File: src/rtl/rv32_pkg.sv
// Shared types for the pito RV32 memory-side blocks: owner tags and arbiter FSM states.
package rv32_pkg;

  localparam int XPR_LEN = 32;

  typedef enum logic {
    OWN_IF = 1'b0,
    OWN_D  = 1'b1
  } arb_owner_e;

  typedef enum logic {
    ARB_IDLE_ARB = 1'b0,
    ARB_LOCK     = 1'b1
  } arb_state_e;

endpackage

File: src/rtl/rv32_owner_fifo.sv
// One-bit in-order tag FIFO recording which port owns each outstanding memory transaction.
module rv32_owner_fifo #(
  parameter int DEPTH = 4
) (
  input  logic clk,
  input  logic rst_n,
  input  logic push,
  input  logic pop,
  input  logic din,
  output logic dout,
  output logic full,
  output logic empty
);

  localparam int PW = $clog2(DEPTH);

  logic [DEPTH-1:0] slots_q;
  logic [PW-1:0]    wr_ptr_q;
  logic [PW-1:0]    rd_ptr_q;
  logic [PW:0]      count_q;
  logic             do_push;
  logic             do_pop;

  // A pop in the same cycle frees a slot, so a push is accepted even when full.
  assign do_pop  = pop && !empty;
  assign do_push = push && (!full || do_pop);
  assign full    = (count_q == (PW+1)'(DEPTH));
  assign empty   = (count_q == '0);
  assign dout    = slots_q[rd_ptr_q];

  always_ff @(posedge clk or negedge rst_n) begin
    if (!rst_n) begin
      slots_q  <= '0;
      wr_ptr_q <= '0;
      rd_ptr_q <= '0;
      count_q  <= '0;
    end else begin
      if (do_push) begin
        slots_q[wr_ptr_q] <= din;
        wr_ptr_q          <= wr_ptr_q + 1'b1;
      end
      if (do_pop) begin
        rd_ptr_q <= rd_ptr_q + 1'b1;
      end
      case ({do_push, do_pop})
        2'b10:   count_q <= count_q + 1'b1;
        2'b01:   count_q <= count_q - 1'b1;
        default: count_q <= count_q;
      endcase
    end
  end

endmodule

File: src/rtl/rv32_mem_arbiter.sv
// Shares the single memory port between instruction fetch and load/store, with data priority,
// a starvation guard for fetch, selection locking until accepted, and in-order response routing.
module rv32_mem_arbiter
  import rv32_pkg::*;
#(
  parameter int XLEN         = XPR_LEN,
  parameter int MAX_OUTST    = 4,
  parameter int STARVE_LIMIT = 3
) (
  input  logic            rv32_clk,
  input  logic            rv32_rst_n,
  input  logic            if_req,
  input  logic [XLEN-1:0] if_addr,
  output logic            if_gnt,
  output logic            if_rvalid,
  output logic [XLEN-1:0] if_rdata,
  input  logic            d_req,
  input  logic            d_we,
  input  logic [3:0]      d_be,
  input  logic [XLEN-1:0] d_addr,
  input  logic [XLEN-1:0] d_wdata,
  output logic            d_gnt,
  output logic            d_rvalid,
  output logic [XLEN-1:0] d_rdata,
  output logic            mem_req,
  output logic            mem_we,
  output logic [3:0]      mem_be,
  output logic [XLEN-1:0] mem_addr,
  output logic [XLEN-1:0] mem_wdata,
  input  logic            mem_gnt,
  input  logic            mem_rvalid,
  input  logic [XLEN-1:0] mem_rdata
);

  localparam int SW = $clog2(STARVE_LIMIT + 1);

  arb_state_e state_q, state_d;
  arb_owner_e lock_owner_q, lock_owner_d;
  arb_owner_e sel_owner;
  arb_owner_e head_owner;
  logic       sel_valid;
  logic [SW-1:0] starve_q, starve_d;
  logic       fifo_full, fifo_empty, fifo_head;
  logic       pop, blocked, xfer;
  logic       seen_push_q, proto_err_q;

  assign pop     = mem_rvalid && !fifo_empty;
  assign blocked = fifo_full && !pop;

  // While locked the other port is ignored; otherwise data wins unless fetch has waited too long.
  always_comb begin
    sel_valid = 1'b0;
    sel_owner = OWN_D;
    if (state_q == ARB_LOCK) begin
      sel_valid = 1'b1;
      sel_owner = lock_owner_q;
    end else if (if_req && (starve_q == SW'(STARVE_LIMIT))) begin
      sel_valid = 1'b1;
      sel_owner = OWN_IF;
    end else if (d_req) begin
      sel_valid = 1'b1;
      sel_owner = OWN_D;
    end else if (if_req) begin
      sel_valid = 1'b1;
      sel_owner = OWN_IF;
    end
  end

  assign mem_req = rv32_rst_n && sel_valid && !blocked;
  assign xfer    = mem_req && mem_gnt;
  assign if_gnt  = xfer && (sel_owner == OWN_IF);
  assign d_gnt   = xfer && (sel_owner == OWN_D);

  always_comb begin
    mem_we    = 1'b0;
    mem_be    = 4'h0;
    mem_addr  = '0;
    mem_wdata = '0;
    if (mem_req) begin
      if (sel_owner == OWN_D) begin
        mem_we    = d_we;
        mem_be    = d_be;
        mem_addr  = d_addr;
        mem_wdata = d_wdata;
      end else begin
        mem_be   = 4'hF;
        mem_addr = if_addr;
      end
    end
  end

  // A blocked (full) cycle never reaches mem_req, so the FSM holds automatically.
  always_comb begin
    state_d      = state_q;
    lock_owner_d = lock_owner_q;
    case (state_q)
      ARB_IDLE_ARB: begin
        if (mem_req && !mem_gnt) begin
          state_d      = ARB_LOCK;
          lock_owner_d = sel_owner;
        end
      end
      ARB_LOCK: begin
        if (xfer) state_d = ARB_IDLE_ARB;
      end
      default: state_d = ARB_IDLE_ARB;
    endcase
  end

  always_comb begin
    starve_d = starve_q;
    if (xfer && (sel_owner == OWN_D) && if_req) begin
      if (starve_q != SW'(STARVE_LIMIT)) starve_d = starve_q + 1'b1;
    end else if ((xfer && (sel_owner == OWN_IF)) || !if_req) begin
      starve_d = '0;
    end
  end

  always_ff @(posedge rv32_clk or negedge rv32_rst_n) begin
    if (!rv32_rst_n) begin
      state_q      <= ARB_IDLE_ARB;
      lock_owner_q <= OWN_IF;
      starve_q     <= '0;
      seen_push_q  <= 1'b0;
      proto_err_q  <= 1'b0;
    end else begin
      state_q      <= state_d;
      lock_owner_q <= lock_owner_d;
      starve_q     <= starve_d;
      seen_push_q  <= seen_push_q | xfer;
      proto_err_q  <= proto_err_q | (mem_rvalid && fifo_empty && seen_push_q);
    end
  end

  rv32_owner_fifo #(
    .DEPTH (MAX_OUTST)
  ) u_owner_fifo (
    .clk   (rv32_clk),
    .rst_n (rv32_rst_n),
    .push  (xfer),
    .pop   (pop),
    .din   (sel_owner == OWN_D),
    .dout  (fifo_head),
    .full  (fifo_full),
    .empty (fifo_empty)
  );

  assign head_owner = fifo_head ? OWN_D : OWN_IF;
  assign if_rvalid  = pop && (head_owner == OWN_IF);
  assign d_rvalid   = pop && (head_owner == OWN_D);
  assign if_rdata   = if_rvalid ? mem_rdata : '0;
  assign d_rdata    = d_rvalid ? mem_rdata : '0;

  // Responses before any request since reset are stale leftovers and are dropped quietly.
  a_no_orphan_rvalid: assert property (@(posedge rv32_clk) disable iff (!rv32_rst_n) !proto_err_q);

endmodule

File: config.mk
export PLATFORM = sky130hd
export DESIGN_NAME = rv32_mem_arbiter
export DESIGN_NICKNAME = d
export VERILOG_FILES = /design/src/rtl/rv32_pkg.sv /design/src/rtl/rv32_owner_fifo.sv /design/src/rtl/rv32_mem_arbiter.sv
export SDC_FILE = /design/constraint.sdc
export NUM_CORES = 1
export LEC_CHECK = 0
export ABC_AREA = 1
export BUFFER_PORTS_ARGS = -buffer_cell sky130_fd_sc_hd__clkbuf_2
export CORE_AREA = 2 2 106 108
export CTS_CLUSTER_DIAMETER = 60
export CTS_CLUSTER_SIZE = 20
export DETAILED_ROUTE_END_ITERATION = 7
export DIE_AREA = 0 0 108 110
export MAX_ROUTING_LAYER = met4
export PLACE_DENSITY_LB_ADDON = 0.15
export SETUP_SLACK_MARGIN = 0.15
export SLEW_MARGIN = 0
export SYNTH_ARGS = -nofsm -noshare
export SYNTH_HDL_FRONTEND = slang
export SYNTH_SLANG_ARGS = --single-unit
export TNS_END_PERCENT = 10
File: constraint.sdc
create_clock -name rv32_clk -period 2.3 [get_ports rv32_clk]
set_clock_uncertainty 0.15 [all_clocks]
set_input_delay 0.69 -clock rv32_clk [delete_from_list [all_inputs] [get_ports rv32_clk]]
set_output_delay 0.69 -clock rv32_clk [all_outputs]
set_load 0.02 [all_outputs]
; After elaboration in Yosys (flattened, before gate mapping)
; Index checks and enable logic that the tools add are counted.
; W data, S select, Z words.
[word_totals]
elab_cells = 83
ff_bits = 15
[op_classes]
bitwise = 3
reduce_logical = 28
mux = 31
n_lt_le_gt_ge = 3
add_sub_neg = 5
eq_ne = 6
[ops]
columns = op, n
row1 = $mux W32, 6
row2 = $logic_and A1 B1 Y1, 15
row3 = $mux W1, 15
row4 = $mux W4, 2
row5 = $add A2 B1 Y2 const B, 3
row6 = $logic_not A1 Y1, 6
row7 = $lt A2 B3 Y1 const B, 2
row8 = $mux W2, 3
row9 = $pmux W3 S2, 1
row10 = $bwmux W4, 1
row11 = $eq A2 B2 Y1 const B, 2
row12 = $reduce_and A2 Y1, 2
row13 = $reduce_bool A2 Y1, 2
row14 = $add A3 B1 Y3 const B, 1
row15 = $eq A3 B3 Y1 const B, 1
row16 = $logic_not A3 Y1, 1
row17 = $not A1 Y1, 3
row18 = $sub A3 B1 Y3 const B, 1
row19 = $bmux W1 S2, 1
row20 = $demux W1 S2, 1
row21 = $eq A2 B1 Y1 const B, 1
row22 = $ge A2 B1 Y1 const B, 1
row23 = $logic_or A1 B1 Y1, 2
row24 = $ne A2 B1 Y1 const B, 1
row25 = other kinds (2), 2

; Depth between registers and ports, before layout
; Gate-level depths: netlist of run 1.
[depth]
ltp_word = 12
depth_mapped = 11
depth_no_buf = 11

; Cells and area by module
; From an unflattened synthesis of run 1, not the netlist that was laid out.
[unflattened]
cells_unflattened = 416
area_unflattened_um2 = 2222.1
[by_module_without_submodules]
columns = module, n_inst, cells_each, area_each_um2
row1 = rv32_mem_arbiter, 1, 341, 1557.7
row2 = rv32_owner_fifo, 1, 75, 664.4

; Worst setup path before layout of run 1
; Ideal clock, no wire load.
[synth_path]
kind = input -> output
from = input port if_req
to = output port mem_addr[15]
arrival_ns = 1.637
n_path_buf = 1
slack_ns = -0.177
cell_stages = 7
path_cell_list = nor2_1 > nand2_1 > nand2_2 > nor2_8 > buf_2 > o21ai_0 > nor2_1
[synth_via]
elab_chain_len = 7
word_cells_on_any_way = 13
classes_between = mux (10) / reduce/logical (3)
[synth_rtl]
columns = item, line
row1 = start: declaration, rv32_mem_arbiter.sv:12  ; input logic if_req,
row2 = $mux W1, rv32_mem_arbiter.sv:63  ; end else if (if_req) begin
row3 = $mux W1, rv32_mem_arbiter.sv:60  ; end else if (d_req) begin
row4 = $mux W1 (*), rv32_mem_arbiter.sv:57  ; end else if (if_req && (starve_q == SW'(STARVE_LIMIT))) begin
row5 = $mux W1 (*), rv32_mem_arbiter.sv:54  ; if (state_q == ARB_LOCK) begin
row6 = $logic_and A1 B1 Y1 (*) (2 in series), rv32_mem_arbiter.sv:69  ; assign mem_req = rv32_rst_n && sel_valid && !blocked;
row7 = named net mem_req, rv32_mem_arbiter.sv:25  ; output logic mem_req,
row8 = $mux W32 (*), rv32_mem_arbiter.sv:79  ; if (mem_req) begin
row9 = end: declaration, rv32_mem_arbiter.sv:28  ; output logic [XLEN-1:0] mem_addr,
; The timed path passes the listed nets; every way through them passes the cells marked *.

; Worst setup path after layout of run 1
[layout_path]
from = register starve_q[1]
to = output port mem_wdata[6]
[layout_via]
elab_chain_len = 7
word_cells_on_any_way = 10
classes_between = eq/ne (1) / mux (6) / reduce/logical (3)
[layout_rtl]
columns = item, line
row1 = start: declaration, rv32_mem_arbiter.sv:42  ; logic [SW-1:0] starve_q, starve_d;
row2 = start signal: assignment, rv32_mem_arbiter.sv:129  ; starve_q <= starve_d;
row3 = $eq A2 B2 Y1 (*), rv32_mem_arbiter.sv:57
row4 = $logic_and A1 B1 Y1 (*), rv32_mem_arbiter.sv:57
row5 = $mux W1, rv32_mem_arbiter.sv:57
row6 = $mux W1, rv32_mem_arbiter.sv:54
row7 = $logic_and A1 B1 Y1 (2 in series), rv32_mem_arbiter.sv:69
row8 = $mux W32 (*), rv32_mem_arbiter.sv:79
row9 = end: declaration, rv32_mem_arbiter.sv:29  ; output logic [XLEN-1:0] mem_wdata,
; Mark *: on every way between the ends. The rest lies on a longest branch, timed or not.

==> results.txt, run 1 <==
* Smallest hold slack: between 300 and 400 ps
- The final hold violation count was 0.
* Failing checks: negative setup slack
* Count of final setup violators: 138
* Die Span Y: 110 um
- At the end of routability-driven placement, the weighted congestion stood at about 0.86.
* Total via count in the routed design: about 3600
- Counting flops with an async set or reset pin after synthesis yields a share of 1.00.
- In the final timing run, aggregate negative setup slack is -29200 ps.
- Once routing completed, OpenROAD measured the worst setup slack at -405 ps.
- Worst setup path category: reg -> out
* Share of the yosys chip area belonging to registers: 0.179
- Summing all multi-input logic gate instances after layout gives between 2000 and 2500 um^2.
* Launch point of the worst reg-to-reg path: u_owner_fifo.count_q[0]$_DFFE_PN0P_
- Via count of the first global-routing pass: 3371
* Clock-pin slew reported for the worst setup and hold paths after clock tree synthesis: ~70 ps
* Start point of the critical path: starve_q[1]$_DFFE_PN0P_
- For the worst setup path, the data arrival time is approximately 1900 ps.
* Ratio of cells with drive above 1 in the final layout: 0.700
- Cells after Synth: slightly below 400
* Clk sink count: 15
- Count of input and output buffers: 276
- Fill cells in the final layout number about 1000.
- The repair_antennas step left the layout with diodes totalling 0.
- The number of hold buffers added after CTS was 0.
- HPWL Detailed: a little under 8000 um
* Final period utilization: 1.18
- Mapped Nets: approximately 540
* Distinct cell type count of the synthesized netlist: 26
* Clock latency on the worst-skew pair: about 250 ps
- Entering global routing, the biggest net connects 34 pins.
* Initial core utilization: 0.196
* Num ports: roughly 280
- The completed layout was analyzed and its total power is 5.77 mW.
* Total count of max-transition violations in the final report: 0
- In this run the core area contains 38 standard-cell rows.
- At the end of the flow the core is filled with cells to 0.524.
* Maximum fanout encountered on the critical timing path: 13
- Yosys printed 0 warnings.
- #FFs+latches synth: 15
- Worst-margin pin slew: 227 ps
- Dividing the detail-routed wire length by the instance count gives between 10 and 15 um.
- The die is between 100 and 150 um wide.
- The detail route stage leaves a number of antenna-violating nets equal to 0.
- Placement Cell Area: a little over 4000 um^2
- The worst setup path is captured at a primary output.
* Number of synthesized flops with an enable pin: 0
* Total global-route track usage: 0.169
* Htree depth: 1
* Required time at the worst-slack endpoint: approximately 1500 ps
* Peak supply drop: approximately 0.48 mV
* R2R setup slack: -40 ps
- First-pass GRT wire length: between 15000 and 20000 um
- Of the post-synthesis cell area, the dominant cell type holds 0.313.
* Leakage power: 2.99 nW
* Slew margin rel.: 0.847
* Antenna violations before repair: 0
* Kind of start point of the critical path: flop
- Num CTS Buffers: 3
- Overall die area: between 10000 and 15000 um^2
- Core ar.: approximately 11000 um^2
- The biggest area contributor in the post-synthesis netlist is nor2_1.
- Synthesized area divided by synthesized cell count: between 5 and 6 um^2
* Post-layout minimum cycle time: 2710 ps
- The tree is rooted in a clkbuf_8.
- TritonCTS built the clock tree.
- Setup repair after global routing missed its margin: true
* Bufs on Longest Clock Path: 2
* Power per standard cell area: 1030 nW/um^2
- Detailed Routing Iterations Pass 1: 4
- Outcome: complete, but fails checks
- Most used flip-flop cell after synthesis: dfrtp_1
* Highest achievable clock rate: 0.370 GHz
- Total Routed Length: between 10000 and 15000 um
- Synthesis-to-layout area growth: 168%
- Summed area of non-filler cells in the final layout: approximately 5600 um^2
* DRC violation total after the first TritonRoute iteration: 140
- In the final layout, flip-flops and latches occupy roughly 380 um^2.
- The net count of the finished layout is 854.
- Post-Synthesis Cell Area: about 2100 um^2
- After detailed routing, the number of vias per cell comes to about 4.3.
- Hold crit path type: in -> async
- Number of remaining DRC errors: 0
* Most area-consuming cells after synthesis: nor2_1 31%, dfrtp_1 18%, inv_1 9.9%
- Max Cap Viol: 0
- Summed over all layers, the global routing overflow is 0.
==> metrics by stage <==
step / instances / worst slack [ps]
3_3_place_gp: 820 / -431
4_1_cts: 841 / -372
2_1_floorplan: 396 / -45.3
6_report: 847 / -405
5_1_grt: 847 / -506
3_5_place_dp: 820 / -433
==> critical path, cell delays in order (launching register included) <==
cell	delay, ps
dfrtp_1	390
ha_2	200
inv_2	70
nand2_4	50
a21oi_4	190
buf_6	140
buf_6	100
buf_16	130
nand2_1	100
nor2_4	90
clkbuf_8	140
==> what timing repair did <==
item,CTS,global route
gates cloned,7,3
pin swaps,13,7
gates resized for setup,195,203
setup endpoints to repair,140,140
setup buffers,10,3
==> registers in the layout (all words and copies together), names as in the netlist, named ones only <==
signal	count
lock_owner_q	1
u_owner_fifo.wr_ptr_q	2
u_owner_fifo.rd_ptr_q	2
starve_q	2
u_owner_fifo.count_q	3
u_owner_fifo.slots_q	4
==> report_power, final <==
part           internal (mW)  switching (mW)  total, mW
clock                  0.120           0.102      0.222
sequential             0.380           0.105      0.485
combinational           2.29            2.78       5.07
==> synth_stat cells, types with 3 or more instances <==
library cell and instances:
ha_1 6, o21ai_0 34, dfrtp_1 15, inv_1 55, nand3_1 8, inv_2 3, o21ai_1 7, nor2_1 175
buf_2 13, buf_4 4, buf_6 4, nand2_1 48, a21oi_1 6
==> layout by cell type, fill, tap and decap left out, drive strengths merged <==
master | synthesis | final
a21oi | 7 | 7
a22oi | 1 | 1
buf | 21 | 148
clkbuf | 2 | 185
clkinv | 0 | 1
dfrtp | 15 | 15
fa | 1 | 1
ha | 6 | 6
inv | 58 | 58
nand2 | 50 | 50
nand3 | 10 | 10
nor2 | 179 | 179
o21a | 1 | 1
o21ai | 41 | 41
xnor2 | 2 | 2
xor2 | 2 | 2
==> path summary, 6_finish.rpt <==
| path | end | depth (start not counted) |
|---|---|---|
| setup / recovery | mem_wdata[6] | 10 |
| hold / removal | u_owner_fifo.count_q[2]$_DFFE_PN0P_ | 2 |
| setup reg to reg | u_owner_fifo.count_q[2]$_DFFE_PN0P_ | 13 |
| hold reg to reg | u_owner_fifo.count_q[0]$_DFFE_PN0P_ | 1 |
| max in group asynchronous | u_owner_fifo.rd_ptr_q[0]$_DFFE_PN0P_ | 2 |
| min in group rv32_clk | u_owner_fifo.count_q[0]$_DFFE_PN0P_ | 1 |
==> metal layers <==
layer  track usage  wire length (um)  up-vias
met5             -                 0        -
met4        0.0348               207        0
met3        0.0241               578       23
met2         0.329              6540      121
met1         0.182              4300     1679
li1              -                 -     1809
==> final cells by class <==
cell class | instances | area share
Clock inverter | 1 | 0.000893
Clock buffer | 3 | 0.00736
Inverter | 58 | 0.0402
Sequential cell | 15 | 0.0672
Tap cell | 140 | 0.0312
Multi-Input combinational cell | 300 | 0.358
Timing Repair Buffer | 330 | 0.495
==> logic make-up after synthesis <==
kind of cell,count (synthesis),share of synthesized area
and+or+nand+nor,239,0.457
AOI/OAI and AO/OA,50,0.127
buffers and inverters,81,0.174
xor gates and xnor gates,4,0.0167
DFF,15,0.179
adders and majority gates,7,0.0454
(Power assumes the default switching activity.)
==> run 2, diff against run 1 <==
--- a/config.mk
+++ b/config.mk
@@ -13,7 +13,7 @@
 export DETAILED_ROUTE_END_ITERATION = 7
 export DIE_AREA = 0 0 108 110
 export MAX_ROUTING_LAYER = met4
-export PLACE_DENSITY_LB_ADDON = 0.15
+export PLACE_DENSITY = 0.6
 export SETUP_SLACK_MARGIN = 0.15
 export SLEW_MARGIN = 0
 export SYNTH_ARGS = -nofsm -noshare
==> constraint.sdc (replaced) <==
create_clock -name rv32_clk -period 2.3 [get_ports rv32_clk]
set_clock_uncertainty 0.15 [all_clocks]
set_input_delay 0.345 -clock rv32_clk [delete_from_list [all_inputs] [get_ports rv32_clk]]
set_output_delay 0.345 -clock rv32_clk [all_outputs]
set_load 0.02 [all_outputs]
==> run 2 against run 1 <==
  * The run still ends with negative setup slack left
  * Worst setup slack gained 350 ps
  * First-iteration DRC count grew 2.9%
  * Cell area is 19% lower
  * Power shrank 15%
  * Register-to-register slack better by 310 ps
  * Hold slack worse by 79 ps
  * Clock power decreased by 3%
  * Largest power group unchanged
  * Highest routed layer unchanged
==> results.txt, run 2 (synthesis gave the netlist of run 1 again) <==
* Outcome: complete, but fails checks
* Failing checks: negative setup slack
* Final period utilization: 1.02
* Worst path arrival time: 1860 ps
- The setup path with the least slack is of type reg -> out.
- Via density per instance: between 4 and 5
* Kind of start point of the critical path: flop
- Num CTS Buffers: 3
- Highest achievable clock rate: about 0.43 GHz
- Register Area: roughly 380 um^2
- The tool flagged a number of max-cap violations equal to 0.
- First-pass GRT wire length: 13800 um
- STA classifies the critical path endpoint as a primary output.
* Die outline width: between 100 and 150 um
- Utilization after layout: 0.424
- In the final layout, the share of cells above drive strength 1 is 0.535.
- The via count of the first global-routing pass is about 2900.
- Routability-driven placement finished with a final weighted congestion of 0.783.
- Num ports: between 200 and 300
- The detailed router placed roughly 3400 vias in this run.
* Power per standard cell area: roughly 1100 nW/um^2
- After layout, the worst setup slack is -52.4 ps.
- Pre-CTS WS: 122 ps
- Overall die area: roughly 12000 um^2
- Synthesis-to-layout area growth: 116%
* Setup repair after global routing missed its margin: true
- Maximum fanout encountered on the critical timing path: 16
- Layout fillers: approximately 1100
- For this run the aggregate overflow at the end of global routing stands at 0.
* Most flops, register: u_owner_fifo.slots_q
- Antenna violations before repair: 0
* Largest registers in the final layout: u_owner_fifo.slots_q (4), u_owner_fifo.count_q (3)
- Along the worst hold path, the cell count comes to 3.
- Initial core utilization: 0.196
- Detailed Routing Iterations Pass 1: 4
- The worst path in the final design needs a cycle of around 2400 ps, including I/O delays and setup.
- Number of remaining DRC errors: 0
* Bufs on Longest Clock Path: 2
- Core ar.: ~11000 um^2
- On the final layout, the worst hold slack is between 200 and 250 ps.
- Number of flip-flops under the largest register name: 4
* Peak supply drop: 0.407 mV
- The number of antenna diodes in the final layout is 0.
* Total global-route track usage: 0.147
- Once detail routing completed, the nets flagged for antenna violations numbered 0.
* Floorplan row count: 38
* TritonCTS clock tree: done
* Most common cell after layout, fill and taps aside: clkbuf_2
- In the layout the commonest cells are 163 x clkbuf_2, 150 x nor2_1, 81 x buf_4, 51 x inv_1, 37 x nand2_1.
- Clock-pin slew reported for the worst setup and hold paths after clock tree synthesis: 60 ps
- Average wire length per cell after detail routing: 12.5 um
* Count of input and output buffers: about 280
- DRC violation total after the first TritonRoute iteration: 144
* CTS root buffer: clkbuf_8
* HPWL Detailed: 6680 um
- The final hold violation count was 0.
- Area of the multi-input gates: 1590 um^2
- At the later pin of the worst-skew pair, clock insertion delay measures 250 ps.
- Pin count of the biggest net entering global routing: 38
- For this design the static power due to leakage is 2.68 nW.
- Worst Reg2Reg Path Length in Cells: 9
- The tree built by TritonCTS fans out to 15 sinks.
* Total Power: ~5 mW
* Required time at the worst-slack endpoint: approximately 1800 ps
- Setup violations remaining at the end of the flow were counted as 46.
* Total Routed Length: between 10000 and 15000 um
* Htree depth: 1
- Total count of max-transition violations in the final report: 0
- The final layout contains between 800 and 900 nets.
- Slew margin rel.: 0.742
- Worst-margin pin slew: about 390 ps
* Hold crit path type: in -> reg
* Die Span Y: between 100 and 150 um
==> run 2: cell types whose count changed in the layout (fill, tap and decap cells not counted), moves of 15 or more <==
cell	delta
buf_8	-23
clkbuf_2	+15
clkbuf_8	-24
nand2_1	+22
nand2_2	-21
nor2_1	+70
nor2_2	-46
nor2_4	-24
==> run 2: worst max-delay path, cell delays in order (launching register included) <==
cell     delay, ps
dfrtp_1        390
ha_2           200
inv_2           80
nand2_4         60
a21oi_4        160
buf_6          120
buf_8          120
buf_16         160
nand2_1         80
nor2_2         120
buf_6          130
==> run 2: per-stage QoR <==
stage | TNS [ps] | std cells | cell area, um^2
2_1_floorplan | 0 | 396 | 2100
3_3_place_gp | 0 | 796 | 3590
3_5_place_dp | 0 | 796 | 3590
4_1_cts | -1030 | 814 | 4070
5_1_grt | -7690 | 819 | 4540
6_report | -904 | 819 | 4540
==> run 2: path summary, 6_finish.rpt <==
check | to | start | slack [ps]
max | mem_wdata[17] | starve_q[0]$_DFFE_PN0P_ | -50
min | starve_q[0]$_DFFE_PN0P_ | if_req | 240
max reg2reg | u_owner_fifo.count_q[1]$_DFFE_PN0P_ | flop | 270
min reg2reg | u_owner_fifo.count_q[0]$_DFFE_PN0P_ | u_owner_fifo.count_q[0]$_DFFE_PN0P_ | 350
max in group asynchronous | u_owner_fifo.rd_ptr_q[0]$_DFFE_PN0P_ | rv32_rst_n | 1360
min in group asynchronous | u_owner_fifo.wr_ptr_q[0]$_DFFE_PN0P_ | rv32_rst_n | 460
==> run 2: cell type report <==
class,instances,area share
flip-flops and latches,15,0.0827
clock buffers,3,0.00910
inverters,58,0.0502
clock inverters,1,0.00110
well taps,140,0.0386
repair buffers,302,0.467
multi-input cells,300,0.351
==> run 2: routing by layer <==
layer / GRT usage / vias to the layer above / wire length (um)
met5: - / - / 0
met1: 0.170 / 1531 / 4120
met4: 0.0339 / 0 / 85
met3: 0.00588 / 6 / 425
met2: 0.282 / 112 / 5640
li1: - / 1750 / -
==> run 2: where the power goes <==
group	internal [mW]	switching [mW]	leakage [nW]
clock	0.120	0.0961	0.0255
combinational	1.78	2.45	2.48
sequential	0.379	0.0975	0.176
total	2.28	2.64	2.68
==> run 2: repair_timing <==
| action | CTS | global route |
|---|---|---|
| buffers inserted | 9 | 2 |
| hold endpoints to repair | 15 | 0 |
| pin swaps | 17 | 45 |
| endpoints found under the setup margin | 129 | 130 |
| resized for setup | 94 | 237 |
| cloned | 4 | 3 |
| hold buffers | 1 | 0 |
==> run 3, diff against run 2 <==
--- a/config.mk
+++ b/config.mk
@@ -7,13 +7,13 @@
 export LEC_CHECK = 0
 export ABC_AREA = 1
 export BUFFER_PORTS_ARGS = -buffer_cell sky130_fd_sc_hd__clkbuf_2
-export CORE_AREA = 2 2 106 108
+export CORE_AREA = 2 2 107 109
 export CTS_CLUSTER_DIAMETER = 60
 export CTS_CLUSTER_SIZE = 20
 export DETAILED_ROUTE_END_ITERATION = 7
-export DIE_AREA = 0 0 108 110
+export DIE_AREA = 0 0 109 111
 export MAX_ROUTING_LAYER = met4
-export PLACE_DENSITY = 0.6
+export PLACE_DENSITY = 0.59
 export SETUP_SLACK_MARGIN = 0.15
 export SLEW_MARGIN = 0
 export SYNTH_ARGS = -nofsm -noshare
==> constraint.sdc (replaced) <==
create_clock -name rv32_clk -period 2.9 [get_ports rv32_clk]
set_clock_uncertainty 0.15 [all_clocks]
set_input_delay 0.435 -clock rv32_clk [delete_from_list [all_inputs] [get_ports rv32_clk]]
set_output_delay 0.435 -clock rv32_clk [all_outputs]
set_load 0.02 [all_outputs]
==> run 3 against run 2 <==
  * The flow now finishes without violations
  * Routed wire length is 14% lower
  * Die area rose by 1.8%
  * Sequential power decreased by 22%
  * Via count down 6.7%
  * Count of clock-buffer cells in the layout up 1
  * Cell area is 20% lower
  * Flip-flop and latch count stayed put
  * Hold slack lost 230 ps
  * Largest power group unchanged
==> results.txt, run 3 (synthesis gave the netlist of run 1 again) <==
* PnR worst setup slack: ~250 ps
* Placed Cells incl. Taps: 797
- P_sw: about 1.8 mW
- Clk sink count: 15
- The tightest min-delay check is of the in -> async type.
* Peak supply drop: 0.402 mV
- At the later pin of the worst-skew pair, clock insertion delay measures about 240 ps.
- Leakage power: ~2.4 nW
- Register Area: 375 um^2
- Combinational cell fraction of total power: 0.783
- Nets@finish: slightly above 800
- CTS root buffer: clkbuf_16
* Worst-margin pin slew: 506 ps
* Summed area of non-filler cells in the final layout: around 3600 um^2
* Kind of start point of the critical path: flop
- Floorplan row count: 39
* Slew margin rel.: 0.662
* Final period utilization: 0.913
* Setup repair after global routing missed its margin: true
- The number of pins exceeding their max-slew limit in the final report is 0.
- For this block, the routed nets add up to 8810 um of wire.
* Largest registers in the final layout: u_owner_fifo.slots_q (4), u_owner_fifo.count_q (3)
* Most used cells in the layout excluding fill and tap cells: 276 x clkbuf_2, 175 x nor2_1, 55 x inv_1, 48 x nand2_1, 34 x o21ai_0
- After clock tree synthesis, the setup repair step added 0 buffers.
- Maximum fanout encountered on the critical timing path: 65
- The die is between 100 and 150 um tall.
- Setup violations remaining at the end of the flow were counted as 0.
* Highest achievable clock rate: around 0.38 GHz
* Num CTS Buffers: 3
* Htree depth: 1
- The detailed router placed roughly 3200 vias in this run.
- Pin count of the biggest net entering global routing: 66
* Layout fillers: ~1200
- After detailed placement, the total cell area comes to between 3000 and 4000 um^2.
- The via count of the first global-routing pass was between 2000 and 3000.
- Switching power as a share of total power: 0.593
* Most flops, register: u_owner_fifo.slots_q
* Via density per instance: a little under 4
- Worst path arrival time: 2060 ps
- Max Cap Viol: 0
* Hold violation total from the final report: 0
* Die outline width: 109 um
- In the final layout, the share of cells above drive strength 1 is 0.450.
* Power per standard cell area: 814 nW/um^2
* Count of input and output buffers: ~280
- The register with the most flip-flops in the layout has 4 of them.
- Smallest hold slack: 6.41 ps
* Pre-CTS WS: 517 ps
* Post-layout minimum cycle time: between 2000 and 3000 ps
* Post-detailed-route count of antenna-violating nets: 0
* TritonCTS clock tree: done
* Clock-pin slew reported for the worst setup and hold paths after clock tree synthesis: roughly 50 ps
- DRC violation total after the first TritonRoute iteration: 195
- Antenna violations before repair: 0
- The area growth from synthesis to layout is 73.7%.
- Bufs on Longest Clock Path: 2
- Among all stages on the critical path, the largest delay is contributed by dfrtp_1.
* Area of the multi-input gates: approximately 1400 um^2
* Total global-route track usage: 0.134
* Detailed Routing Iterations Pass 1: 4
* Overall die area: between 10000 and 15000 um^2
- The core region is about 11000 um^2.
* Fraction of power consumed by sequential logic: 0.125
- Average wire length per cell after detail routing: roughly 11 um
- between 200 and 300 I/O pins were placed.
- The flow ran to the end, and the final reports show no timing, DRC or antenna violations.
- The finished layout holds around 800 standard cells, fillers aside.
- Initial core utilization: 0.189
- Critical path buffer and inverter count: 3
- STA puts the critical path data required time at 2320 ps.
- 0 antenna diodes ended up in the layout.
- After global routing the overflow that remains totals 0.
- Clk network pwr share: 0.092
* Top cell family by delay on the critical path: buffers and inverters
- The first global-routing pass estimated around 13000 um of wire.
- Most common cell after layout, fill and taps aside: clkbuf_2
- For this run, design rule violations remaining after detail routing come to 0.
- STA classifies the critical path endpoint as a primary output.
* Setup TNS Final: 0 ps
* HPWL Detailed: 7130 um
- At the end of routability-driven placement, the weighted congestion stood at 0.818.
- By startpoint and endpoint, the worst setup path is classified as reg -> out.
- In this design, the stage delay of the slowest critical-path cell is between 300 and 400 ps.
- Internal power contribution: roughly 1.2 mW
* Cell-by-cell trace of the critical path: ha_1 -> inv_1 -> nand2_1 -> a21oi_4 -> buf_12 -> o21ai_0 -> nor2_1 -> clkbuf_2
-- run 3: cell count changes in the layout (fill, tap and decap cells not counted), moves of 17 or more --
cell	previous run	this run
clkbuf_2	163	276
buf_4	81	4
buf_6	26	0
nor2_1	150	175
nor2_4	19	1
buf_2	17	0
-- run 3: per-layer routing --
metal  wire length (um)  global-route usage  up-vias  part of all wire
met5                  0                   -        -                 0
met4                 51              0.0265        0            0.0058
met3                503             0.00588        4             0.057
met2               4490               0.231       96              0.51
met1               3770               0.174     1369              0.43
li1                   -                   -     1702                 -
-- run 3: power groups by stage --
stage	clock network [mW]	logic, mW	registers (mW)
2_1_floorplan	0	1.66	0.354
3_3_place_gp	0	2.33	0.372
3_5_place_dp	0	2.33	0.369
4_1_cts	0.275	2.33	0.369
5_1_grt	0.289	2.56	0.382
6_report	0.271	2.32	0.371
-- run 3: path summary, 6_finish.rpt --
check / start / endpoint / cells past startpoint / slack [ps]
max in group asynchronous: rv32_rst_n / u_owner_fifo.slots_q[0]$_DFFE_PN0P_ / 2 / 2410
min reg2reg: u_owner_fifo.count_q[0]$_DFFE_PN0P_ / u_owner_fifo.count_q[0]$_DFFE_PN0P_ / 1 / 340
min in group rv32_clk: if_req / starve_q[1]$_DFFE_PN0P_ / 3 / 340
max: starve_q[0]$_DFFE_PN0P_ / mem_addr[15] / 8 / 250
min: rv32_rst_n / u_owner_fifo.wr_ptr_q[1]$_DFFE_PN0P_ / 2 / 6
max reg2reg: u_owner_fifo.count_q[1]$_DFFE_PN0P_ / u_owner_fifo.count_q[2]$_DFFE_PN0P_ / 11 / 610
-- run 3: per-stage QoR --
| stage | total power [mW] | utilization |
|---|---|---|
| final | 2.96 | 0.329 |
| after floorplan | 2.02 | - |
| after global placement | 2.70 | 0.321 |
| after CTS | 2.98 | 0.328 |
| after detailed placement | 2.70 | 0.321 |
| after global routing | 3.23 | 0.329 |
-- run 3: repair_timing --
action                                 CTS  global route
resized for setup                        0             2
setup endpoints to repair                0            21
hold buffers                             0             0
endpoints found under the hold margin    0             0
-- run 3: area by class of cell --
class,count,area share
clock buffers,4,0.0217
well taps,143,0.0492
flip-flops and latches,15,0.103
inverters,58,0.0605
multi-input cells,300,0.372
repair buffers,281,0.393
